`config.mk`:
```
export PLATFORM = sky130hd
export DESIGN_NAME = lynx_video_shifter_flat
export DESIGN_NICKNAME = d
export VERILOG_FILES = /design/src/rtl/lynx_video_shifter_if.sv /design/src/rtl/lynx_video_shifter.sv /design/src/flat_wrapper.sv
export SDC_FILE = /design/constraint.sdc
export NUM_CORES = 1
export LEC_CHECK = 0
export ABC_AREA = 1
export BUFFER_PORTS_ARGS = -buffer_cell sky130_fd_sc_hd__buf_2
export CAP_MARGIN = 20
export CELL_PAD_IN_SITES_DETAIL_PLACEMENT = 0
export CELL_PAD_IN_SITES_GLOBAL_PLACEMENT = 2
export CORE_ASPECT_RATIO = 1.1
export CORE_UTILIZATION = 36
export DETAILED_ROUTE_END_ITERATION = 7
export PLACE_DENSITY = 0.83
export SLEW_MARGIN = 20
export SYNTH_ARGS = -nofsm -noshare
export SYNTH_HDL_FRONTEND = slang
export SYNTH_SLANG_ARGS = --single-unit
```
`constraint.sdc`:
```
create_clock -name clock_i -period 3.3 [get_ports clock_i]
set_input_delay 0.165 -clock clock_i [delete_from_list [all_inputs] [get_ports clock_i]]
set_output_delay 0.165 -clock clock_i [all_outputs]
set_load 0.1 [all_outputs]
```
`src/rtl/lynx_video_shifter_if.sv`:
```
// Video RAM / CRTC / RGB bundle for the Lynx video shifter.
// Signals:
//   ce    : pixel clock enable (one clock wide)
//   hSync : CRTC horizontal sync, active high
//   de    : CRTC display enable for the current cell
//   altg  : select alt-green plane instead of green
//   d     : video RAM byte for the address selected by bank
//   bank  : plane select to video RAM (00 blue, 01 red, 1x green, bit0 = altg)
//   r/g/b : serialized pixel outputs
interface lynx_video_shifter_if #(
  parameter int unsigned BITS = 8
);
  logic            ce;
  logic            hSync;
  logic            de;
  logic            altg;
  logic [BITS-1:0] d;
  logic [1:0]      bank;
  logic            r;
  logic            g;
  logic            b;

  // CRTC / RAM / display side
  modport master (
    output ce, hSync, de, altg, d,
    input  bank, r, g, b
  );

  // Shifter side
  modport slave (
    input  ce, hSync, de, altg, d,
    output bank, r, g, b
  );
endinterface

```
`src/rtl/lynx_video_shifter.sv`:
```
// Lynx video shifter: fetches blue, red and green/alt-green plane bytes once per
// character cell by stepping the bank select, then serializes the three planes
// MSB first as 1-bit r/g/b, one pixel per ce. Cells with DE low are black, and
// the cell phase realigns on a rising hSync sampled on ce.
// Ports:
//   clock_i : system clock, all state on posedge
//   reset_i : synchronous active-high reset, overrides ce
//   vid     : slave side of lynx_video_shifter_if (ce/hSync/de/altg/d in,
//             bank/r/g/b out)
module lynx_video_shifter #(
  parameter int unsigned BITS = 8,
  parameter int unsigned PHW  = 3
) (
  input  logic                 clock_i,
  input  logic                 reset_i,
  lynx_video_shifter_if.slave  vid
);

  localparam logic [PHW-1:0] PH_BLUE = PHW'(0);
  localparam logic [PHW-1:0] PH_RED  = PHW'(1);
  localparam logic [PHW-1:0] PH_GRN  = PHW'(2);
  localparam logic [PHW-1:0] PH_GLAT = PHW'(3);
  localparam logic [PHW-1:0] PH_LAST = PHW'(BITS - 1);

  logic [PHW-1:0]  phase_q, phase_d;
  logic            hs_q, hs_d;
  logic            de_q, de_d;
  logic [BITS-1:0] bl_q, bl_d;
  logic [BITS-1:0] rl_q, rl_d;
  logic [BITS-1:0] gl_q, gl_d;
  logic [BITS-1:0] bs_q, bs_d;
  logic [BITS-1:0] rs_q, rs_d;
  logic [BITS-1:0] gs_q, gs_d;
  logic            r_q, r_d;
  logic            g_q, g_d;
  logic            b_q, b_d;
  logic            resync_c;
  logic [1:0]      bank_c;

  // Plane select follows the phase; altg is read live so it only affects the
  // fetch that starts after it changes.
  always_comb begin
    bank_c = {1'b1, vid.altg};
    if (phase_q == PH_BLUE) begin
      bank_c = 2'b00;
    end else if (phase_q == PH_RED) begin
      bank_c = 2'b01;
    end
  end

  assign resync_c = vid.hSync & ~hs_q;

  // Next-state logic; nothing moves without ce.
  always_comb begin
    phase_d = phase_q;
    hs_d    = hs_q;
    de_d    = de_q;
    bl_d    = bl_q;
    rl_d    = rl_q;
    gl_d    = gl_q;
    bs_d    = bs_q;
    rs_d    = rs_q;
    gs_d    = gs_q;
    r_d     = r_q;
    g_d     = g_q;
    b_d     = b_q;

    if (vid.ce) begin
      hs_d = vid.hSync;

      // Outputs take the MSBs before this ce's load/shift/clear.
      r_d = rs_q[BITS-1];
      g_d = gs_q[BITS-1];
      b_d = bs_q[BITS-1];

      // The byte on d was fetched on the previous ce, one phase behind.
      if (phase_q == PH_BLUE) begin
        de_d = vid.de;
      end
      if (phase_q == PH_RED) begin
        bl_d = vid.d;
      end
      if (phase_q == PH_GRN) begin
        rl_d = vid.d;
      end
      if (phase_q == PH_GLAT) begin
        gl_d = vid.d;
      end

      if (resync_c) begin
        phase_d = PH_BLUE;
        rs_d    = '0;
        gs_d    = '0;
        bs_d    = '0;
      end else begin
        phase_d = phase_q + PHW'(1);
        if (phase_q == PH_LAST) begin
          // Blank cells load black so the border is dark.
          if (de_q) begin
            rs_d = rl_q;
            gs_d = gl_q;
            bs_d = bl_q;
          end else begin
            rs_d = '0;
            gs_d = '0;
            bs_d = '0;
          end
        end else begin
          rs_d = {rs_q[BITS-2:0], 1'b0};
          gs_d = {gs_q[BITS-2:0], 1'b0};
          bs_d = {bs_q[BITS-2:0], 1'b0};
        end
      end
    end
  end

  // State registers.
  always_ff @(posedge clock_i) begin
    if (reset_i) begin
      phase_q <= '0;
      hs_q    <= 1'b0;
      de_q    <= 1'b0;
      bl_q    <= '0;
      rl_q    <= '0;
      gl_q    <= '0;
      bs_q    <= '0;
      rs_q    <= '0;
      gs_q    <= '0;
      r_q     <= 1'b0;
      g_q     <= 1'b0;
      b_q     <= 1'b0;
    end else begin
      phase_q <= phase_d;
      hs_q    <= hs_d;
      de_q    <= de_d;
      bl_q    <= bl_d;
      rl_q    <= rl_d;
      gl_q    <= gl_d;
      bs_q    <= bs_d;
      rs_q    <= rs_d;
      gs_q    <= gs_d;
      r_q     <= r_d;
      g_q     <= g_d;
      b_q     <= b_d;
    end
  end

  assign vid.bank = bank_c;
  assign vid.r    = r_q;
  assign vid.g    = g_q;
  assign vid.b    = b_q;

endmodule

```
`src/flat_wrapper.sv`:
```
// flat-port wrapper written by rule: the top's interface ports become plain ports
module lynx_video_shifter_flat 
#(
  parameter int unsigned BITS = 8,
  parameter int unsigned PHW  = 3
)
  (clock_i, reset_i, vid_ce, vid_hSync, vid_de, vid_altg, vid_d, vid_bank, vid_r, vid_g, vid_b);
  lynx_video_shifter_if #(.BITS(BITS)) vid_i ();
  input  logic clock_i;
  input  logic reset_i;
  input wire logic [$bits(vid_i.ce)-1:0] vid_ce;
  input wire logic [$bits(vid_i.hSync)-1:0] vid_hSync;
  input wire logic [$bits(vid_i.de)-1:0] vid_de;
  input wire logic [$bits(vid_i.altg)-1:0] vid_altg;
  input wire logic [$bits(vid_i.d)-1:0] vid_d;
  output wire logic [$bits(vid_i.bank)-1:0] vid_bank;
  output wire logic [$bits(vid_i.r)-1:0] vid_r;
  output wire logic [$bits(vid_i.g)-1:0] vid_g;
  output wire logic [$bits(vid_i.b)-1:0] vid_b;
  assign vid_i.ce = vid_ce;
  assign vid_i.hSync = vid_hSync;
  assign vid_i.de = vid_de;
  assign vid_i.altg = vid_altg;
  assign vid_i.d = vid_d;
  assign vid_bank = vid_i.bank;
  assign vid_r = vid_i.r;
  assign vid_g = vid_i.g;
  assign vid_b = vid_i.b;
  lynx_video_shifter #(.BITS(BITS), .PHW(PHW)) u_core (.clock_i(clock_i), .reset_i(reset_i), .vid(vid_i));
endmodule
```
==> flow_metrics.env <==
export IMPL_grt_pass1_vias=1807
export IMPL_port_buffers=18
export IMPL_die_area_mm2=0.00701
export IMPL_crit_chain="inv_1, ha_1, o21ai_0, buf_2"
export IMPL_cts_clk_slew_worst_paths_ps=100
export IMPL_cts_hold_buf=0
export IMPL_coreArea_mm2=0.00631
export IMPL_r2r_end="u_core.gs_q[1]"
export IMPL_grtUsageTotal=0.178
export IMPL_cp_required_ps=3130
export IMPL_dp_hpwl_um=3870
export IMPL_slew_headroom=0.507
export IMPL_final_nets=365
export IMPL_fp_row_count=30
export IMPL_grt_pass1_wl_um=9270
export IMPL_r2r_start="u_core.phase_q[0]"
export IMPL_cts_root_buffer="clkbuf_8"
export IMPL_ctsLongestPathBuffers=2
export IMPL_ir_drop_mv=0.188
export IMPL_drt_total_wl_um=5660
export IMPL_ys_types=19
export IMPL_syn2layout_area_growth_pct=8.27
export IMPL_cts_made_buffers=5
export IMPL_critPathLaunch="u_core.phase_q[0]"
export IMPL_syn_area_per_cell_um2=7.14
export IMPL_start_kind="flip-flop"
export IMPL_synth_nets=357
export IMPL_dr_total_vias=2081
export IMPL_combPwrFrac=0.094
export IMPL_worst_clock_skew_ps=6.92
export IMPL_worst_hold_path_num_cells=3
export IMPL_post_cts_buffers=0
export IMPL_finalWorstSetupSlack_ps=1490
export IMPL_r2r_cells=7
export IMPL_ant_nets=0
export IMPL_fill_cells=711
export IMPL_power_share_switching=0.254
export IMPL_drt_iter0_drc=101
export IMPL_cts_resized=0
export IMPL_synth_seq_cells=56
export IMPL_io_pins=19
export IMPL_multiInputGateArea_mm2=0.00114
export IMPL_dp_slack_ps=1530
export IMPL_rsz0062_at_grt="no"
export IMPL_final_hold_viol_count=0
export IMPL_hold_class="input pin to flip-flop"
export IMPL_start_util=0.381
export IMPL_worstSetupPathType="flip-flop to output port"
export IMPL_seq_area_frac_synth=0.466
export IMPL_power_density_mw_per_mm2=464
export IMPL_power_leakage_nw=1.04
export IMPL_power_switching_mw=0.306
export IMPL_finalCoreUtilization=0.413
export IMPL_outcome="finished, final reports clean"
export IMPL_pwr_share_clk=0.327
export IMPL_p_int_mw=0.901
export IMPL_power_frac_seq=0.578
export IMPL_wl_per_cell_um=13.3
export IMPL_die_w_um=79.9
export IMPL_drive_above_1_share=0.101
export IMPL_seq_area_mm2=0.00112
export IMPL_r2r_setup_slack_ps=1570
export IMPL_drc=0
export IMPL_grt_max_degree=36
export IMPL_syn_area_mm2=0.00240
export IMPL_worstSetupEndpoint="vid_bank[1]"
export IMPL_setup_viol=0
export IMPL_htreeDepth=2
export IMPL_crit_path_end_kind="output port"
export IMPL_setup_tns_ps=0
export IMPL_cts_tree="yes"
export IMPL_max_cap_viol_count=0
export IMPL_arrival_ps=1640
export IMPL_path_max_fanout=4
export IMPL_via_per_inst=4.90
export IMPL_tightest_slew_ps=738
export IMPL_antenna_cells=0
export IMPL_worst_skew_pair_late_latency_ps=300
export IMPL_firstDrtPassIters=4
export IMPL_crit_slowest_cell="buf_2"
export IMPL_synthCells=337
export IMPL_gp_congestion=0.771
export IMPL_antenna_found_initial=0
export IMPL_period_share=0.548
export IMPL_max_stage_delay_ps=440
export IMPL_numClockSinks=56
export IMPL_slew_violations=0
export IMPL_chipHeight_um=87.7
export IMPL_fmax_mhz=553
export IMPL_grt_overflow=0
export IMPL_period_minus_slack_ps=1810
export IMPL_yosys_warnings=0
[cells in the mapped netlist]
library cell / n / area (um^2)
buf_2: 7 / 35.0
inv_2: 4 / 15.0
buf_1: 1 / 3.75
nand3_1: 26 / 130
o21ai_0: 22 / 110
a21oi_1: 38 / 190
a21oi_4: 1 / 16.3
clkbuf_1: 7 / 26.3
nand4_1: 1 / 6.26
nand2_4: 1 / 11.3
ha_1: 6 / 75.1
inv_1: 6 / 22.5
dfxtp_1: 56 / 1120
buf_4: 2 / 15.0
nand3_4: 1 / 17.5
nor2_1: 43 / 161
buf_6: 2 / 22.5
nand2_1: 112 / 420
clkinv_2: 1 / 5.00
[flip-flops by register name, indices dropped and copies added, names as in the netlist]
| register | flops |
|---|---|
| u_core.bl_q | 8 |
| u_core.bs_q | 8 |
| u_core.gl_q | 8 |
| u_core.gs_q | 8 |
| u_core.rl_q | 8 |
| u_core.rs_q | 8 |
| u_core.phase_q | 3 |
| u_core.de_q | 1 |
| u_core.hs_q | 1 |
| u_core.vid.b | 1 |
| u_core.vid.g | 1 |
| u_core.vid.r | 1 |
[stage by stage]
stage          hold WS, ps  cells  instance area [um^2]  power [mW]
3_5_place_dp           448    418                  2510       0.829
5_1_grt                122    425                  2600        1.27
6_report               122    425                  2600        1.21
2_1_floorplan          310    337                  2400       0.802
4_1_cts                113    425                  2600        1.23
3_3_place_gp           438    418                  2510       0.831
[placed cells by master, fill, tap and decap left out]
| cell type | n |
|---|---|
| nand3_4 | 1 |
| o21ai_0 | 22 |
| inv_1 | 6 |
| nand4_1 | 1 |
| ha_1 | 6 |
| buf_2 | 18 |
| clkbuf_8 | 7 |
| nor2_1 | 43 |
| nand2_4 | 1 |
| nand2_1 | 112 |
| dfxtp_1 | 56 |
| clkinv_2 | 1 |
| buf_4 | 2 |
| inv_2 | 4 |
| a21oi_1 | 38 |
| nand3_1 | 26 |
| a21oi_4 | 1 |
[worst min path at each step]
stage / to / from / slack (ps)
3_5_place_dp: u_core.bl_q[0] / vid_d[0] / 450
2_1_floorplan: u_core.bl_q[0] / vid_d[0] / 310
4_1_cts: u_core.bl_q[0] / vid_d[0] / 110
6_report: u_core.bl_q[0] / vid_d[0] / 120
3_3_place_gp: u_core.bl_q[0] / vid_d[0] / 440
5_1_grt: u_core.bl_q[3] / vid_d[3] / 120
[critical path, delay by kind of cell (launching register included)]
family | cells | cell delay, ps
buf+inv | 2 | 530
flops | 1 | 390
fa+ha+maj | 1 | 250
compound gates | 1 | 170
[layout make-up]
class	count	share of cell area
multi-input cells	251	0.437
inverters	11	0.0163
repair buffers	20	0.0404
flip-flops and latches	56	0.431
clock buffers	7	0.0370
well taps	80	0.0384
[power by group through the flow]
stage               registers (mW)  clock network (mW)  logic [mW]
finish                       0.698               0.395       0.114
global route                 0.701               0.446       0.126
CTS                          0.698               0.413       0.116
detailed placement           0.714                   0       0.115
global placement             0.714                   0       0.116
floorplan                    0.720                   0      0.0821
[cells by family (layout without fill, tap and decap cells)]
kind of cell | after synthesis | in the layout | synth area share
simple gates | 184 | 184 | 0.311
fa+ha+maj | 6 | 6 | 0.0312
flops | 56 | 56 | 0.466
buf+inv | 30 | 38 | 0.0603
compound gates | 61 | 61 | 0.132
[metal layers]
metal	vias up	global-route usage	routed length, um
met2	26	0.313	2880
met3	2	0.0344	130
met5	-	0	0
li1	1096	-	-
met1	957	0.221	2610
met4	0	0.0487	34
(Power assumes the default switching activity.)
